File: src/rtl/seq_ctrl.sv
// Multi-cycle FETCH/DECODE/EXEC/MEM/WB sequencer for the 16-bit core; 2-5 cycles per instruction.
// Stall: en low freezes state/IR/retired and suppresses pc_store/reg_w/mem_w; rst aborts any instruction.
module seq_ctrl #(
    parameter int CNT_W = 16,
    parameter int IMM_W = 8
) (
    input  logic             clk,
    input  logic             rst,
    input  logic             en,
    input  logic [15:0]      instr,
    input  logic             rd1_zero,
    output logic             pc_store,
    output logic             pc_sel,
    output logic [15:0]      imm,
    output logic [1:0]       rn_1,
    output logic [1:0]       rn_2,
    output logic [1:0]       wn,
    output logic             reg_w,
    output logic [1:0]       wd_sel,
    output logic [1:0]       alu_op,
    output logic             mem_w,
    output logic             illegal,
    output logic             halted,
    output logic [2:0]       state,
    output logic [CNT_W-1:0] retired
);

    typedef enum logic [2:0] {
        FETCH  = 3'd0,
        DECODE = 3'd1,
        EXEC   = 3'd2,
        MEM    = 3'd3,
        WB     = 3'd4,
        HALT   = 3'd5
    } state_t;

    localparam logic [3:0] OP_LDI  = 4'h5;
    localparam logic [3:0] OP_LD   = 4'h6;
    localparam logic [3:0] OP_ST   = 4'h7;
    localparam logic [3:0] OP_BEQZ = 4'h8;
    localparam logic [3:0] OP_JMP  = 4'h9;
    localparam logic [3:0] OP_HLT  = 4'hF;

    localparam logic [CNT_W-1:0] CNT_ONE = {{(CNT_W-1){1'b0}}, 1'b1};

    state_t           cur_st;
    state_t           nxt_st;
    logic [15:0]      ir;
    logic [CNT_W-1:0] ret_cnt;

    logic [3:0] op;
    logic [1:0] rd;
    logic [1:0] rs1;
    logic [1:0] rs2;
    logic       is_alu;
    logic       is_ill;
    logic       run;
    logic       retire;
    logic       pc_store_d;
    logic       reg_w_d;
    logic       mem_w_d;
    logic       illegal_d;

    assign op     = ir[15:12];
    assign rd     = ir[11:10];
    assign rs1    = ir[9:8];
    assign rs2    = ir[7:6];
    assign is_alu = (op >= 4'h1) && (op <= 4'h4);
    assign is_ill = (op >= 4'hA) && (op <= 4'hE);
    assign run    = en & ~rst;

    always_ff @(posedge clk or posedge rst) begin
        if (rst) begin
            cur_st  <= FETCH;
            ir      <= '0;
            ret_cnt <= '0;
        end else if (en) begin
            cur_st <= nxt_st;
            if (cur_st == FETCH) begin
                ir <= instr;
            end
            if (retire) begin
                ret_cnt <= ret_cnt + CNT_ONE;
            end
        end
    end

    // retire marks the last cycle of each instruction; the counter only moves when en is high
    always_comb begin
        nxt_st     = cur_st;
        pc_store_d = 1'b0;
        pc_sel     = 1'b0;
        reg_w_d    = 1'b0;
        mem_w_d    = 1'b0;
        illegal_d  = 1'b0;
        retire     = 1'b0;
        case (cur_st)
            FETCH: begin
                pc_store_d = 1'b1;
                nxt_st     = DECODE;
            end
            DECODE: begin
                illegal_d = is_ill;
                if (is_alu || op == OP_LD || op == OP_ST || op == OP_BEQZ || op == OP_JMP) begin
                    nxt_st = EXEC;
                end else if (op == OP_LDI) begin
                    nxt_st = WB;
                end else if (op == OP_HLT) begin
                    nxt_st = HALT;
                    retire = 1'b1;
                end else begin
                    nxt_st = FETCH;
                    retire = 1'b1;
                end
            end
            EXEC: begin
                if (is_alu) begin
                    nxt_st = WB;
                end else if (op == OP_LD || op == OP_ST) begin
                    nxt_st = MEM;
                end else if (op == OP_JMP) begin
                    nxt_st     = FETCH;
                    pc_store_d = 1'b1;
                    pc_sel     = 1'b1;
                    retire     = 1'b1;
                end else begin
                    nxt_st     = FETCH;
                    pc_store_d = rd1_zero;
                    pc_sel     = rd1_zero;
                    retire     = 1'b1;
                end
            end
            MEM: begin
                if (op == OP_ST) begin
                    mem_w_d = 1'b1;
                    nxt_st  = FETCH;
                    retire  = 1'b1;
                end else begin
                    nxt_st = WB;
                end
            end
            WB: begin
                reg_w_d = 1'b1;
                nxt_st  = FETCH;
                retire  = 1'b1;
            end
            HALT: begin
                nxt_st = HALT;
            end
            default: begin
                nxt_st = FETCH;
            end
        endcase
    end

    // write strobes are qualified so a stall or reset can never commit state downstream
    assign pc_store = pc_store_d & run;
    assign reg_w    = reg_w_d & run;
    assign mem_w    = mem_w_d & run;
    assign illegal  = illegal_d & ~rst;
    assign halted   = (cur_st == HALT) & ~rst;

    assign rn_1    = (op == OP_BEQZ) ? rd : rs1;
    assign rn_2    = (op == OP_ST) ? rd : rs2;
    assign wn      = rd;
    assign alu_op  = is_alu ? (op[1:0] - 2'd1) : 2'd0;
    assign wd_sel  = (op == OP_LDI) ? 2'd1 : ((op == OP_LD) ? 2'd2 : 2'd0);
    assign imm     = {{(16-IMM_W){1'b0}}, ir[IMM_W-1:0]};
    assign state   = cur_st;
    assign retired = ret_cnt;

endmodule
File: config.mk
export PLATFORM = sky130hd
export DESIGN_NAME = seq_ctrl
export DESIGN_NICKNAME = d
export VERILOG_FILES = /design/src/rtl/seq_ctrl.sv
export SDC_FILE = /design/constraint.sdc
export NUM_CORES = 1
export LEC_CHECK = 0
export CAP_MARGIN = 20
export CORE_ASPECT_RATIO = 0.9
export CORE_MARGIN = 4
export CORE_UTILIZATION = 29
export DETAILED_ROUTE_END_ITERATION = 7
export GPL_ROUTABILITY_DRIVEN = 1
export PLACE_DENSITY = 0.57
export SETUP_SLACK_MARGIN = 0.1
export SLEW_MARGIN = 20
export SYNTH_ARGS = -nofsm -noshare
export SYNTH_HDL_FRONTEND = slang
export SYNTH_SLANG_ARGS = --single-unit
File: constraint.sdc
create_clock -name clk -period 3.3 [get_ports clk]
set_clock_uncertainty 0.2 [all_clocks]
set_input_delay 0.495 -clock clk [delete_from_list [all_inputs] [get_ports clk]]
set_output_delay 0.495 -clock clk [all_outputs]
set_load 0.01 [all_outputs]
### Word level (Yosys, flattened, before mapping)

Index checks and enable logic that the tools add are counted.

* register bits: 35
* output and inout port bits: 51
* bits of input ports: 20

* reductions and logical operators: 10
* multiplexer cells: 26
* add/subtract/negate cells: 2
* bitwise operators: 7
* equality and inequality tests: 11
* order comparisons: 4

Operator list (count)
* $add A16 B1 Y16 const B: 1
* $mux W3: 5
* $pmux W3 S5: 1
* $eq A4 B3 Y1 const B: 3
* $eq A4 B4 Y1 const B: 3
* $mux W1: 12
* $mux W2: 6
* $and A1 B1 Y1: 6
* $eq A3 B2 Y1 const B: 2
* $eq A3 B3 Y1 const B: 2
* $logic_or A1 B1 Y1: 5
* $ge A4 B1 Y1 const B: 1
* $ge A4 B4 Y1 const B: 1
* $le A4 B3 Y1 const B: 1
* $le A4 B4 Y1 const B: 1
* $pmux W1 S4: 1
* $reduce_and A2 Y1: 2
* $eq A3 B1 Y1 const B: 1
* $logic_not A3 Y1: 1
* $logic_and A1 B1 Y1: 2
* $pmux W1 S2: 1
* $sub A2 B1 Y2 const B: 1
* $not A1 Y1: 1

### Depth between registers and ports, before layout

* depth in word-level cells: 9
* mapped depth: 10
* depth with buffers taken out: 8

### Least setup slack after synthesis

OpenSTA, ideal clock, no wires.

* path type: register to output
* start point: register ir[13]
* end point: output pc_store
* arrival time: 2.258 ns
* path buffers: 1
* setup slack: 0.347 ns
* cell stages (with the launch flop): 9
* cell sequence: dfrtp_1 -> inv_1 -> ha_1 -> nor3b_2 -> or3_1 -> buf_2 -> nand3_1 -> or3_1 -> a2111oi_0

* cells in the longest elaborated chain, start to end: 6
* elaborated cells on any way between the ends: 12
* classes of those cells: 2 x order compare; 3 x eq/ne; 4 x mux; 1 x bitwise; 2 x reduce/logical

RTL lines
* start, declared: line 48 `logic [15:0] ir;`
* start signal, assigned: line 80 `ir <= instr;`
* $eq A4 B4 Y1 / $eq A4 B3 Y1 (equally long branches): line 121, 119
* $mux W1 / $logic_or A1 B1 Y1 (equally long branches): line 121, 119
* $mux W1: line 119 `end else if (op == OP_LD || op == OP_ST) begin`
* $mux W1 (*): line 117 `if (is_alu) begin`
* $pmux W1 S2 (*): line 97 `case (cur_st)`
* $and A1 B1 Y1 (*): line 157 `assign pc_store = pc_store_d & run;`
* end, declared: line 12 `output logic pc_store,`

Mark *: on every way between the ends. The rest lies on a longest branch, timed or not.

### Worst setup path after layout

* start point: register ir[12]
* end point: output pc_store

Same word-level chain as after synthesis.

==> flow_metrics.tcl <==
set metrics [dict create \
    run_status "complete, no violations" \
    clock_power_share_pct 12.6 \
    tightest_slew_ps 539 \
    totalNegativeSetupSlack_ps 0 \
    remaining_drc_errors 0 \
    synth_compound_gate_area_share_pct 7.30 \
    cts_root_buf "sky130_fd_sc_hd__clkbuf_8" \
    syn_area_um2 2130 \
    route.vias.total 1674 \
    rows 29 \
    cp-start-kind "flip-flop" \
    detail_route.first_pass.iterations 4 \
    syn_inst 199 \
    path_max_fanout 5 \
    insertedDiodeCount 0 \
    drv_cap 0 \
    fillCellCount 714 \
    timing.max_slew.rel_slack_pct 63.8 \
    synth-main-ff-cell "sky130_fd_sc_hd__dfrtp_1" \
    max_stage_delay_ps 440 \
    die_y_um 89.2 \
    dp_cells 349 \
    setup.worst_path.class "reg -> out" \
    netlist_top_cells_area "sky130_fd_sc_hd__dfrtp_1, sky130_fd_sc_hd__mux2_2, sky130_fd_sc_hd__buf_4" \
    yosys_warnings 0 \
    grt_first_pass_wirelength_um 8400 \
    tritoncts.num_buffers 5 \
    synthAdderAreaFrac_pct 3.53 \
    worst_setup_path_end_kind "output pin" \
    sw_ratio_pct 38.5 \
    cts_max_path_buffers 2 \
    first_iter_violations 48 \
    layout_min_cycle_time_ps 3040 \
    rrSetupSlack_ps 560 \
    fmax_mhz 329 \
    totalWireLength_um 5160 \
    p_seq_share_pct 30.4 \
    grt_setup_unrepaired "yes" \
    cell_type_contributing_the_most_total_cell_area_after_synthesis "sky130_fd_sc_hd__dfrtp_1" \
    syn_area_per_cell_um2 10.7 \
    dpl.hpwl_um 3980 \
    final_design_area_no_fill_um2 2880 \
    cts_tree "yes" \
    setup_violations 0 \
    floorplan.initialDensity_pct 30.0 \
    path_cells "inv_2 -> ha_1 -> nor3b_2 -> or3_1 -> nand3_1 -> or3_1 -> a2111oi_2 -> buf_2" \
    clock-sinks 35 \
    critical_path_required_ps 2600 \
    floorplan.die.width_um 98.3 \
    portBuffers 62 \
    clock_latency_ps 280 \
    clock_tree.htree_level_count 2 \
    route.detailed.wl_per_inst_um 14.5 \
    final_nets 289 \
    flow.area_growth_from_synthesis_pct 35.4 \
    synth_seq_area_share_pct 41.2 \
    crit_slowest_cell "sky130_fd_sc_hd__dfrtp_2" \
    synth_edf_count 0 \
    critPathArrivalTime_ps 2340 \
    placeableCoreArea_um2 7080 \
    vias_per_inst 4.72 \
    ys_types 49 \
    post_layout_nonfiller_instances 355 \
    holdBufCountCts 0 \
    simple_gate_share_of_the_synthesized_area_pct 21.0 \
    global_route.overflow_total 0 \
    comb_power_share_pct 57.0 \
    crit_start "ir[12]" \
    report.final.slew_viol_count 0 \
    hold_path.class "reg -> reg" \
    ys_async_sr_fraction_pct 100 \
    path_clk_slew_ps 80 \
    timing.critical_path.to "pc_store" \
    drive_above_1_share_pct 21.0 \
    static-leakage-power_nw 1.21 \
    synth_top_area_share_pct 41.2 \
    die_outline_area_um2 8770 \
    vdd_drop_max_mv 0.418 \
    synth_xor_area_share_pct 6.18 \
    pin_count_of_the_biggest_net_entering_global_routing 36 \
    cp_common_cell "sky130_fd_sc_hd__or3_1" \
    crit-reg2reg-capture "retired[9]" \
    grt_use_total_pct 12.2 \
    reg2regPathDepth 9 \
    regToRegStartpoint "ir[12]" \
    net-switching-power_uw 908 \
    cellInternalPower_mw 1.45 \
    synth_top_family_by_area "simple AND/OR/NAND/NOR gates" \
    utilization_pct 40.7 \
    post_dp_cell_area_um2 2800 \
    final-hold-violation-count 0 \
    top_level_pins 71 \
    portion_of_the_clock_cycle_consumed_by_the_worst_path_in_the_final_layout_pct 92.1 \
    gpl.final_weighted_congestion 0.886 \
    number_of_global_route_vias_before_repair 1694 \
    postRouteAntennaNets 0 \
    postSynthRegisterBits 35 \
    cellPowerDensity_nw_per_um2 820 \
    grt_antenna_before_repair 0 \
    post_synth_mux_area_share_pct 10.0 \
]
-- metal layers --
layer,up-vias,routed length (um),GRT usage [%]
li1,798,-,-
met1,829,2320,15.3
met2,43,2490,20.1
met3,4,294,4.13
met4,0,49,3.47
met5,-,0,0
-- logic make-up (layout without fill, tap and decap cells) --
family | after synthesis | count (layout)
compound gates | 22 | 22
xor+xnor | 15 | 15
fa+ha+maj | 6 | 6
buf+inv | 33 | 89
flops | 35 | 35
mux | 19 | 19
other cells | 1 | 8
simple gates | 68 | 68
-- power by group through the flow --
stage / Clock, mW / Combinational, mW / Sequential (mW)
after floorplan: 0 / 0.858 / 0.704
after global placement: 0 / 1.35 / 0.717
after detailed placement: 0 / 1.35 / 0.725
after CTS: 0.311 / 1.36 / 0.719
after global routing: 0.328 / 1.48 / 0.746
final: 0.297 / 1.35 / 0.717
-- worst min-delay path by stage --
stage	slack (ps)	from	cells after the start	to
floorplan	270	ir[8]	1	ir[8]
global placement	260	retired[15]	1	retired[15]
detailed placement	260	retired[15]	1	retired[15]
CTS	280	retired[15]	1	retired[15]
global route	290	retired[15]	1	retired[15]
finish	270	retired[15]	1	retired[15]
-- cell type report --
class	instances	area (um2)	share of cell area, %
Multi-Input combinational cell	138	1060	36.7
Sequential cell	35	877	30.5
Timing Repair Buffer	77	731	25.4
Tap cell	93	116	4.04
Clock buffer	5	68.8	2.39
Inverter	6	22.5	0.782
Clock inverter	1	7.51	0.261
-- flip-flops by register name, summed over array words and instances (netlist names) --
| register | flops |
|---|---|
| ir | 16 |
| retired | 16 |
| state | 3 |
-- Yosys cell counts (2+ instances only) --
cell,count
sky130_fd_sc_hd__and2b_1,2
sky130_fd_sc_hd__a41oi_1,2
sky130_fd_sc_hd__dfrtp_1,35
sky130_fd_sc_hd__ha_1,6
sky130_fd_sc_hd__nor4b_2,3
sky130_fd_sc_hd__nand4_1,5
sky130_fd_sc_hd__nand2_1,13
sky130_fd_sc_hd__nor2_1,11
sky130_fd_sc_hd__buf_6,4
sky130_fd_sc_hd__mux2_2,17
sky130_fd_sc_hd__nor3b_1,4
sky130_fd_sc_hd__or3_1,2
sky130_fd_sc_hd__nor3b_2,5
sky130_fd_sc_hd__and3_1,2
sky130_fd_sc_hd__xor2_1,8
sky130_fd_sc_hd__xnor2_1,7
sky130_fd_sc_hd__buf_4,18
sky130_fd_sc_hd__buf_2,4
sky130_fd_sc_hd__inv_1,6
sky130_fd_sc_hd__o21ai_0,6
sky130_fd_sc_hd__nand3_1,4
sky130_fd_sc_hd__nor3_1,3
sky130_fd_sc_hd__nand2b_1,2
sky130_fd_sc_hd__nor2b_1,3
sky130_fd_sc_hd__a21oi_1,3
-- critical path, delay by kind of cell (launching register included) --
kind / cells / cell delay (ps)
buffers and inverters: 2 / 290
AO/OA/AOI/OAI: 1 / 360
flip-flops: 1 / 440
adder cells (fa/ha/maj): 1 / 170
AND/OR/NAND/NOR: 4 / 800
-- repair_timing --
action / 4_1_cts / 5_1_grt
resized for setup: 3 / 5
buffers inserted: 0 / 0
cloned: 0 / 0
endpoints found under the setup margin: 1 / 3
pin swaps: 0 / 0
hold endpoints to repair: 0 / 0
-- per-stage QoR --
stage | setup slack, ps | power, mW | hold WS, ps
2_1_floorplan | 347 | 1.56 | 275
5_1_grt | 89.7 | 2.56 | 294
6_report | 262 | 2.36 | 271
4_1_cts | 147 | 2.39 | 277
3_3_place_gp | 116 | 2.06 | 262
3_5_place_dp | 36.6 | 2.08 | 260
-- cell usage in the layout (no fill, tap or decap), drive strengths merged, types with 6 or more instances in the layout --
cell | synthesis | layout
buf | 26 | 16
clkdlybuf4s50 | 0 | 60
conb | 1 | 8
dfrtp | 35 | 35
ha | 6 | 6
inv | 6 | 6
mux2 | 18 | 18
nand2 | 13 | 13
nor2 | 11 | 11
nor3b | 9 | 9
o21ai | 8 | 8
xnor2 | 7 | 7
xor2 | 8 | 8
(Power assumes the default switching activity.)
